**config.mk**
```make
export PLATFORM = sky130hd
export DESIGN_NAME = tl_phase_scheduler
export DESIGN_NICKNAME = d
export VERILOG_FILES = /design/src/rtl/tl_pkg.sv /design/src/rtl/tl_tick_gen.sv /design/src/rtl/tl_phase_scheduler.sv
export SDC_FILE = /design/constraint.sdc
export NUM_CORES = 1
export LEC_CHECK = 0
export CAP_MARGIN = 20
export CORE_ASPECT_RATIO = 0.8
export CORE_MARGIN = 1
export CORE_UTILIZATION = 40
export DETAILED_ROUTE_END_ITERATION = 16
export DONT_BUFFER_PORTS = 1
export HOLD_SLACK_MARGIN = 0.02
export PLACE_DENSITY_LB_ADDON = 0.05
export REMOVE_ABC_BUFFERS = 1
export SYNTH_ARGS = -nofsm -noshare
export SYNTH_HDL_FRONTEND = slang
export SYNTH_SLANG_ARGS = --single-unit
```
**constraint.sdc**
```tcl
create_clock -name clk -period 3.52 [get_ports clk]
set_input_delay 0.528 -clock clk [delete_from_list [all_inputs] [get_ports clk]]
set_output_delay 0.528 -clock clk [all_outputs]
set_load 0.01 [all_outputs]
```
**src/rtl/tl_pkg.sv**
```systemverilog
// Shared types and defaults for the two-lane phase scheduler: phase encoding,
// lamp bundle, counter widths and default timing.
package tl_pkg;

  localparam int SEC_W = 8;
  localparam int MS_W  = 4;

  localparam int DEF_TICK_DIV    = 6;
  localparam int DEF_A_MIN_GREEN = 20;
  localparam int DEF_B_MIN_GREEN = 5;
  localparam int DEF_B_MAX_GREEN = 15;
  localparam int DEF_AMBER_T     = 3;
  localparam int DEF_ALL_RED_T   = 1;
  localparam int DEF_PED_T       = 4;

  typedef enum logic [2:0] {
    A_GREEN  = 3'd0,
    A_AMBER  = 3'd1,
    RED_AB   = 3'd2,
    B_GREEN  = 3'd3,
    B_AMBER  = 3'd4,
    RED_BA   = 3'd5,
    PED_WALK = 3'd6
  } phase_e;

  typedef struct packed {
    logic red_a;
    logic amber_a;
    logic green_a;
    logic red_b;
    logic amber_b;
    logic green_b;
  } lamp_t;

  // Unlisted phases (clearances, walk, illegal codes) fall back to all-red.
  function automatic lamp_t lamp_decode(input phase_e ph);
    lamp_t l;
    l = '0;
    case (ph)
      A_GREEN: begin l.green_a = 1'b1; l.red_b = 1'b1; end
      A_AMBER: begin l.amber_a = 1'b1; l.red_b = 1'b1; end
      B_GREEN: begin l.green_b = 1'b1; l.red_a = 1'b1; end
      B_AMBER: begin l.amber_b = 1'b1; l.red_a = 1'b1; end
      default: begin l.red_a   = 1'b1; l.red_b = 1'b1; end
    endcase
    return l;
  endfunction

endpackage

```
**src/rtl/tl_tick_gen.sv**
```systemverilog
// Prescaler: counts 0..TICK_DIV-1 every clock and flags the last count as the
// second tick. clr is a synchronous clear driven by the scheduler reset.
module tl_tick_gen
  import tl_pkg::*;
#(
  parameter int unsigned TICK_DIV = DEF_TICK_DIV
) (
  input  logic            clk,
  input  logic            clr,
  output logic [MS_W-1:0] mili_sec_counter_val,
  output logic            sec_tick
);

  localparam logic [MS_W-1:0] LAST = MS_W'(TICK_DIV - 1);

  // NOTE: sequential state uses non-blocking assignments so every register
  // samples pre-edge values; the reset here is synchronous, sampled on the edge.
  always_ff @(posedge clk) begin
    if (clr)
      mili_sec_counter_val <= '0;
    else if (mili_sec_counter_val == LAST)
      mili_sec_counter_val <= '0;
    else
      mili_sec_counter_val <= mili_sec_counter_val + 1'b1;
  end

  assign sec_tick = (mili_sec_counter_val == LAST);

endmodule

```
**src/rtl/tl_phase_scheduler.sv**
```systemverilog
// Two-lane junction phase sequencer with amber/all-red bracketing and
// demand-driven green sharing. Optional pedestrian phase: TL_PED_PHASE_EN.
module tl_phase_scheduler
  import tl_pkg::*;
#(
  parameter int unsigned TICK_DIV    = DEF_TICK_DIV,
  parameter int unsigned A_MIN_GREEN = DEF_A_MIN_GREEN,
  parameter int unsigned B_MIN_GREEN = DEF_B_MIN_GREEN,
  parameter int unsigned B_MAX_GREEN = DEF_B_MAX_GREEN,
  parameter int unsigned AMBER_T     = DEF_AMBER_T,
`ifdef TL_PED_PHASE_EN
  parameter int unsigned PED_T       = DEF_PED_T,
`endif
  parameter int unsigned ALL_RED_T   = DEF_ALL_RED_T
) (
  input  logic             clk,
  input  logic             rst,
  input  logic             traffic_B,
`ifdef TL_PED_PHASE_EN
  input  logic             ped_req,
  output logic             walk_light,
`endif
  output logic             red_light_A,
  output logic             amber_light_A,
  output logic             green_light_A,
  output logic             red_light_B,
  output logic             amber_light_B,
  output logic             green_light_B,
  output logic [SEC_W-1:0] sec_counter_val,
  output logic [MS_W-1:0]  mili_sec_counter_val,
  output logic [2:0]       phase_o
);

  localparam logic [SEC_W-1:0] A_MIN = SEC_W'(A_MIN_GREEN);
  localparam logic [SEC_W-1:0] B_MIN = SEC_W'(B_MIN_GREEN);
  localparam logic [SEC_W-1:0] B_MAX = SEC_W'(B_MAX_GREEN);
  localparam logic [SEC_W-1:0] AMB   = SEC_W'(AMBER_T);
  localparam logic [SEC_W-1:0] ALLR  = SEC_W'(ALL_RED_T);
`ifdef TL_PED_PHASE_EN
  localparam logic [SEC_W-1:0] PED   = SEC_W'(PED_T);
`endif

  phase_e           phase_q, phase_d, target;
  logic [SEC_W-1:0] sec_q, sec_d, sec_n;
  logic             sec_tick, leave;
  lamp_t            lamps;

`ifdef TL_PED_PHASE_EN
  phase_e resume_q, resume_d;
  logic   pend_q, enter_walk;
`endif

  tl_tick_gen #(.TICK_DIV(TICK_DIV)) u_tick (
    .clk                  (clk),
    .clr                  (rst),
    .mili_sec_counter_val (mili_sec_counter_val),
    .sec_tick             (sec_tick)
  );

  // NOTE: every combinational output gets a default first so no path through
  // the case statement can leave a value held, which would infer a latch.
  always_comb begin
    phase_d = phase_q;
    sec_d   = sec_q;
    target  = phase_q;
    leave   = 1'b0;
    sec_n   = sec_q + 1'b1;
`ifdef TL_PED_PHASE_EN
    resume_d   = resume_q;
    enter_walk = 1'b0;
`endif
    unique case (phase_q)
      A_GREEN: begin leave = (sec_n >= A_MIN) && traffic_B; target = A_AMBER; end
      A_AMBER: begin leave = (sec_n >= AMB);  target = RED_AB;  end
      RED_AB:  begin leave = (sec_n >= ALLR); target = B_GREEN; end
      B_GREEN: begin
        // Max green wins regardless of demand.
        leave  = (sec_n >= B_MAX) || ((sec_n >= B_MIN) && !traffic_B);
        target = B_AMBER;
      end
      B_AMBER: begin leave = (sec_n >= AMB);  target = RED_BA;  end
      RED_BA:  begin leave = (sec_n >= ALLR); target = A_GREEN; end
`ifdef TL_PED_PHASE_EN
      PED_WALK: begin leave = (sec_n >= PED); target = resume_q; end
`endif
      default: begin leave = 1'b1; target = A_GREEN; end
    endcase

`ifdef TL_PED_PHASE_EN
    // A pending walk request diverts the clearance exit; the green is resumed later.
    if (pend_q && (phase_q == RED_AB || phase_q == RED_BA)) begin
      resume_d = sec_tick && leave ? target : resume_q;
      target   = PED_WALK;
    end
    enter_walk = sec_tick && leave && (target == PED_WALK);
`endif

    if (sec_tick) begin
      if (leave) begin
        phase_d = target;
        sec_d   = '0;
      end else if (phase_q == A_GREEN && sec_n > A_MIN) begin
        sec_d = A_MIN;
      end else begin
        sec_d = sec_n;
      end
    end
  end

  always_ff @(posedge clk) begin
    if (rst) begin
      phase_q <= A_GREEN;
      sec_q   <= '0;
    end else begin
      phase_q <= phase_d;
      sec_q   <= sec_d;
    end
  end

`ifdef TL_PED_PHASE_EN
  always_ff @(posedge clk) begin
    if (rst) begin
      pend_q   <= 1'b0;
      resume_q <= B_GREEN;
    end else begin
      pend_q   <= (pend_q & ~enter_walk) | ped_req;
      resume_q <= resume_d;
    end
  end

  assign walk_light = (phase_q == PED_WALK);
`endif

  assign lamps           = lamp_decode(phase_q);
  assign red_light_A     = lamps.red_a;
  assign amber_light_A   = lamps.amber_a;
  assign green_light_A   = lamps.green_a;
  assign red_light_B     = lamps.red_b;
  assign amber_light_B   = lamps.amber_b;
  assign green_light_B   = lamps.green_b;
  assign sec_counter_val = sec_q;
  assign phase_o         = phase_q;

endmodule

```
==> out/metrics.cfg <==
[outcome]
status=completed

[global_route]
grtUsageTotal_pct=18.1
grt_first_pass_wirelength_um=3590
grt_overflow=0
grt_start_max_net_pins=17
grt_pass1_vias=766
antenna_found_initial=0

[layout]
antenna_cells=0
nNetsFinal=135
fillers=236
syn_to_final_growth_pct=3.72
final_core_util_pct=46.1
drive_gt1_share_pct=10.4

[drt]
wire_per_inst_um=14.2
drt_wl_total_um=2260
dr.pass1.iters=4
drt_iter0_drc=54
drcViolationCount=0
vias_per_cell=5.60
via_count=890
detail-route-antenna-nets=0

[timing]
finalHoldViolations=0
drv_slew=0
fmaxAchievable_mhz=330
tns_ps=0
period_minus_slack_ps=3030
setup_viol=0
maxSlewHeadroom_pct=53.5
worstMarginPinSlew_ps=692
final.period_utilization_pct=86.2
rsz0062_at_grt=false
clock_skew_ps=9.23

[place]
hpwl_um=1690
gp_congestion=0.763
portBuffers=0

[setup_path]
end_kind=register
path_class=register to register
cp-start-kind=register
required_ps=3730
arrival_ps=3240
crit_fanout=11

[die]
ioPinCount=24
initial_core_util_pct=44.4
die_w_um=58.1
die_area_um2=2730
die-height_um=46.9
design.core.area_um2=2270
rows=15

[power_and_ir_drop]
peakVddDrop_mv=0.234
cellPowerDensity_nw_per_um2=289
switchingPower_uw=74.1
leakagePower_uw=0.000372
power_frac_clock_pct=32.1
switching_share_pct=24.5
power.internal_uw=229
pwr-share-comb_pct=6.7
seqPwrFrac_pct=61.2

[logic_synthesis]
ys_seq_area_share_pct=29.8
ys_types=41
syn_inst=129
synthArstFlopShare_pct=0
synth_ff_type=dfxtp_1
syn_area_per_cell_um2=7.82
ys_ff_latch=15
yosysWarnings=0
synth_area_um2=1010
synth_edf_count=0

[clock_network]
cts_tree=yes
clk_latency_ps=280
cts_max_path_buffers=2
cts-buffers-inserted=3
root_buffer=clkbuf_4
h-tree-depth=1
hold_buffers=0
cts-resized-gates=0
cts_sinks=15
post_cts_buffers=0
clkTransAtPathRegs_ps=90

[worst_hold_path]
min_path_type=input pin to register

[job]
drv_cap=0

[critical path, stage by stage (launching register included)]
cell,delay [ps]
dfxtp_1,410
ha_1,380
or3_1,370
a21boi_2,160
mux2i_2,130
or4_4,560
a2bb2oi_2,210
nand2_2,100
or4_1,480
a21oi_1,160
[cells in the mapped netlist (3+ instances only)]
cell type  number  area [um^2]
nand2_1        11         41.3
and2_1          3         18.8
inv_1           9         33.8
a21oi_1        11         55.1
nor3_1          6         30.0
ha_1            6         75.1
nor2_1         11         41.3
or3_1           5         31.3
nor2b_1         4         25.0
a211oi_1        3         22.5
nand3_1         3         15.0
a31oi_1         4         25.0
dfxtp_1        15          300
clkbuf_1        6         22.5
[kinds of logic (layout without fill, tap and decap cells)]
group / count (synthesis) / count (layout) / synth area share, %
buffers and inverters: 17 / 13 / 6.45
AO/OA/AOI/OAI: 28 / 28 / 19.7
XOR/XNOR: 4 / 4 / 3.47
adder cells (fa/ha/maj): 6 / 6 / 7.44
AND/OR/NAND/NOR: 57 / 57 / 30.8
multiplexers: 2 / 2 / 2.36
flip-flops: 15 / 15 / 29.8
[per-layer routing]
metal | track usage (%) | vias up | share of wire (%)
met5 | 0 | - | 0
met4 | 4.76 | 0 | 0.53
met3 | 6.61 | 2 | 7.6
met2 | 26.4 | 22 | 40
met1 | 25.2 | 412 | 52
li1 | - | 454 | -
[registers in the layout, summed over array words and instances (netlist names)]
signal and cells:
sec_counter_val 8, u_tick.mili_sec_counter_val 4, phase_o 3
[metrics by stage]
step	hold slack (ps)	std cells	setup WS, ps	area [um^2]	power, uW
3_3_place_gp	511	155	529	1020	209
3_5_place_dp	523	155	501	1020	210
6_report	301	159	486	1050	303
2_1_floorplan	484	121	757	977	204
5_1_grt	287	159	256	1050	320
4_1_cts	294	159	473	1050	309
[layout by cell type, fill, tap and decap left out, types with 2 or more instances in the layout]
cell type / instances
a31oi_1: 4
clkbuf_4: 3
inv_1: 9
xnor2_1: 2
o22ai_1: 2
nor2_1: 11
nor3_1: 6
xor2_1: 2
or3_1: 5
dfxtp_1: 15
a211oi_1: 3
nor2b_1: 4
and3_1: 2
a21oi_1: 11
and2_1: 3
nand3_1: 3
nand3b_1: 2
ha_1: 6
nand2_1: 11
[power by group through the flow]
stage / combinational [uW] / sequential (uW) / clock (uW)
global route: 23.5 / 187 / 110
finish: 20.1 / 185 / 97.3
global placement: 19.9 / 189 / 0
CTS: 20.4 / 185 / 103
detailed placement: 20.3 / 189 / 0
floorplan: 17.1 / 187 / 0
[path summary, 6_finish.rpt]
| check | from | to | slack, ps | cells past startpoint |
|---|---|---|---|---|
| max | sec_counter_val[0]$_SDFFE_PP0N_ | sec_counter_val[0]$_SDFFE_PP0N_ | 490 | 9 |
| min | rst | sec_counter_val[4]$_SDFFE_PP0N_ | 300 | 1 |
| max reg2reg | sec_counter_val[0]$_SDFFE_PP0N_ | sec_counter_val[0]$_SDFFE_PP0N_ | 490 | 9 |
| min reg2reg | u_tick.mili_sec_counter_val[0]$_SDFF_PP0_ | u_tick.mili_sec_counter_val[0]$_SDFF_PP0_ | 540 | 1 |
[cell type report]
cell class	count	area (um^2)	share of cell area (%)
flip-flops and latches	15	300	28.7
well taps	34	42.5	4.07
multi-input cells	97	643	61.5
clock buffers	4	26.3	2.51
inverters	9	33.8	3.23
Power figures use the tool's default switching activity.
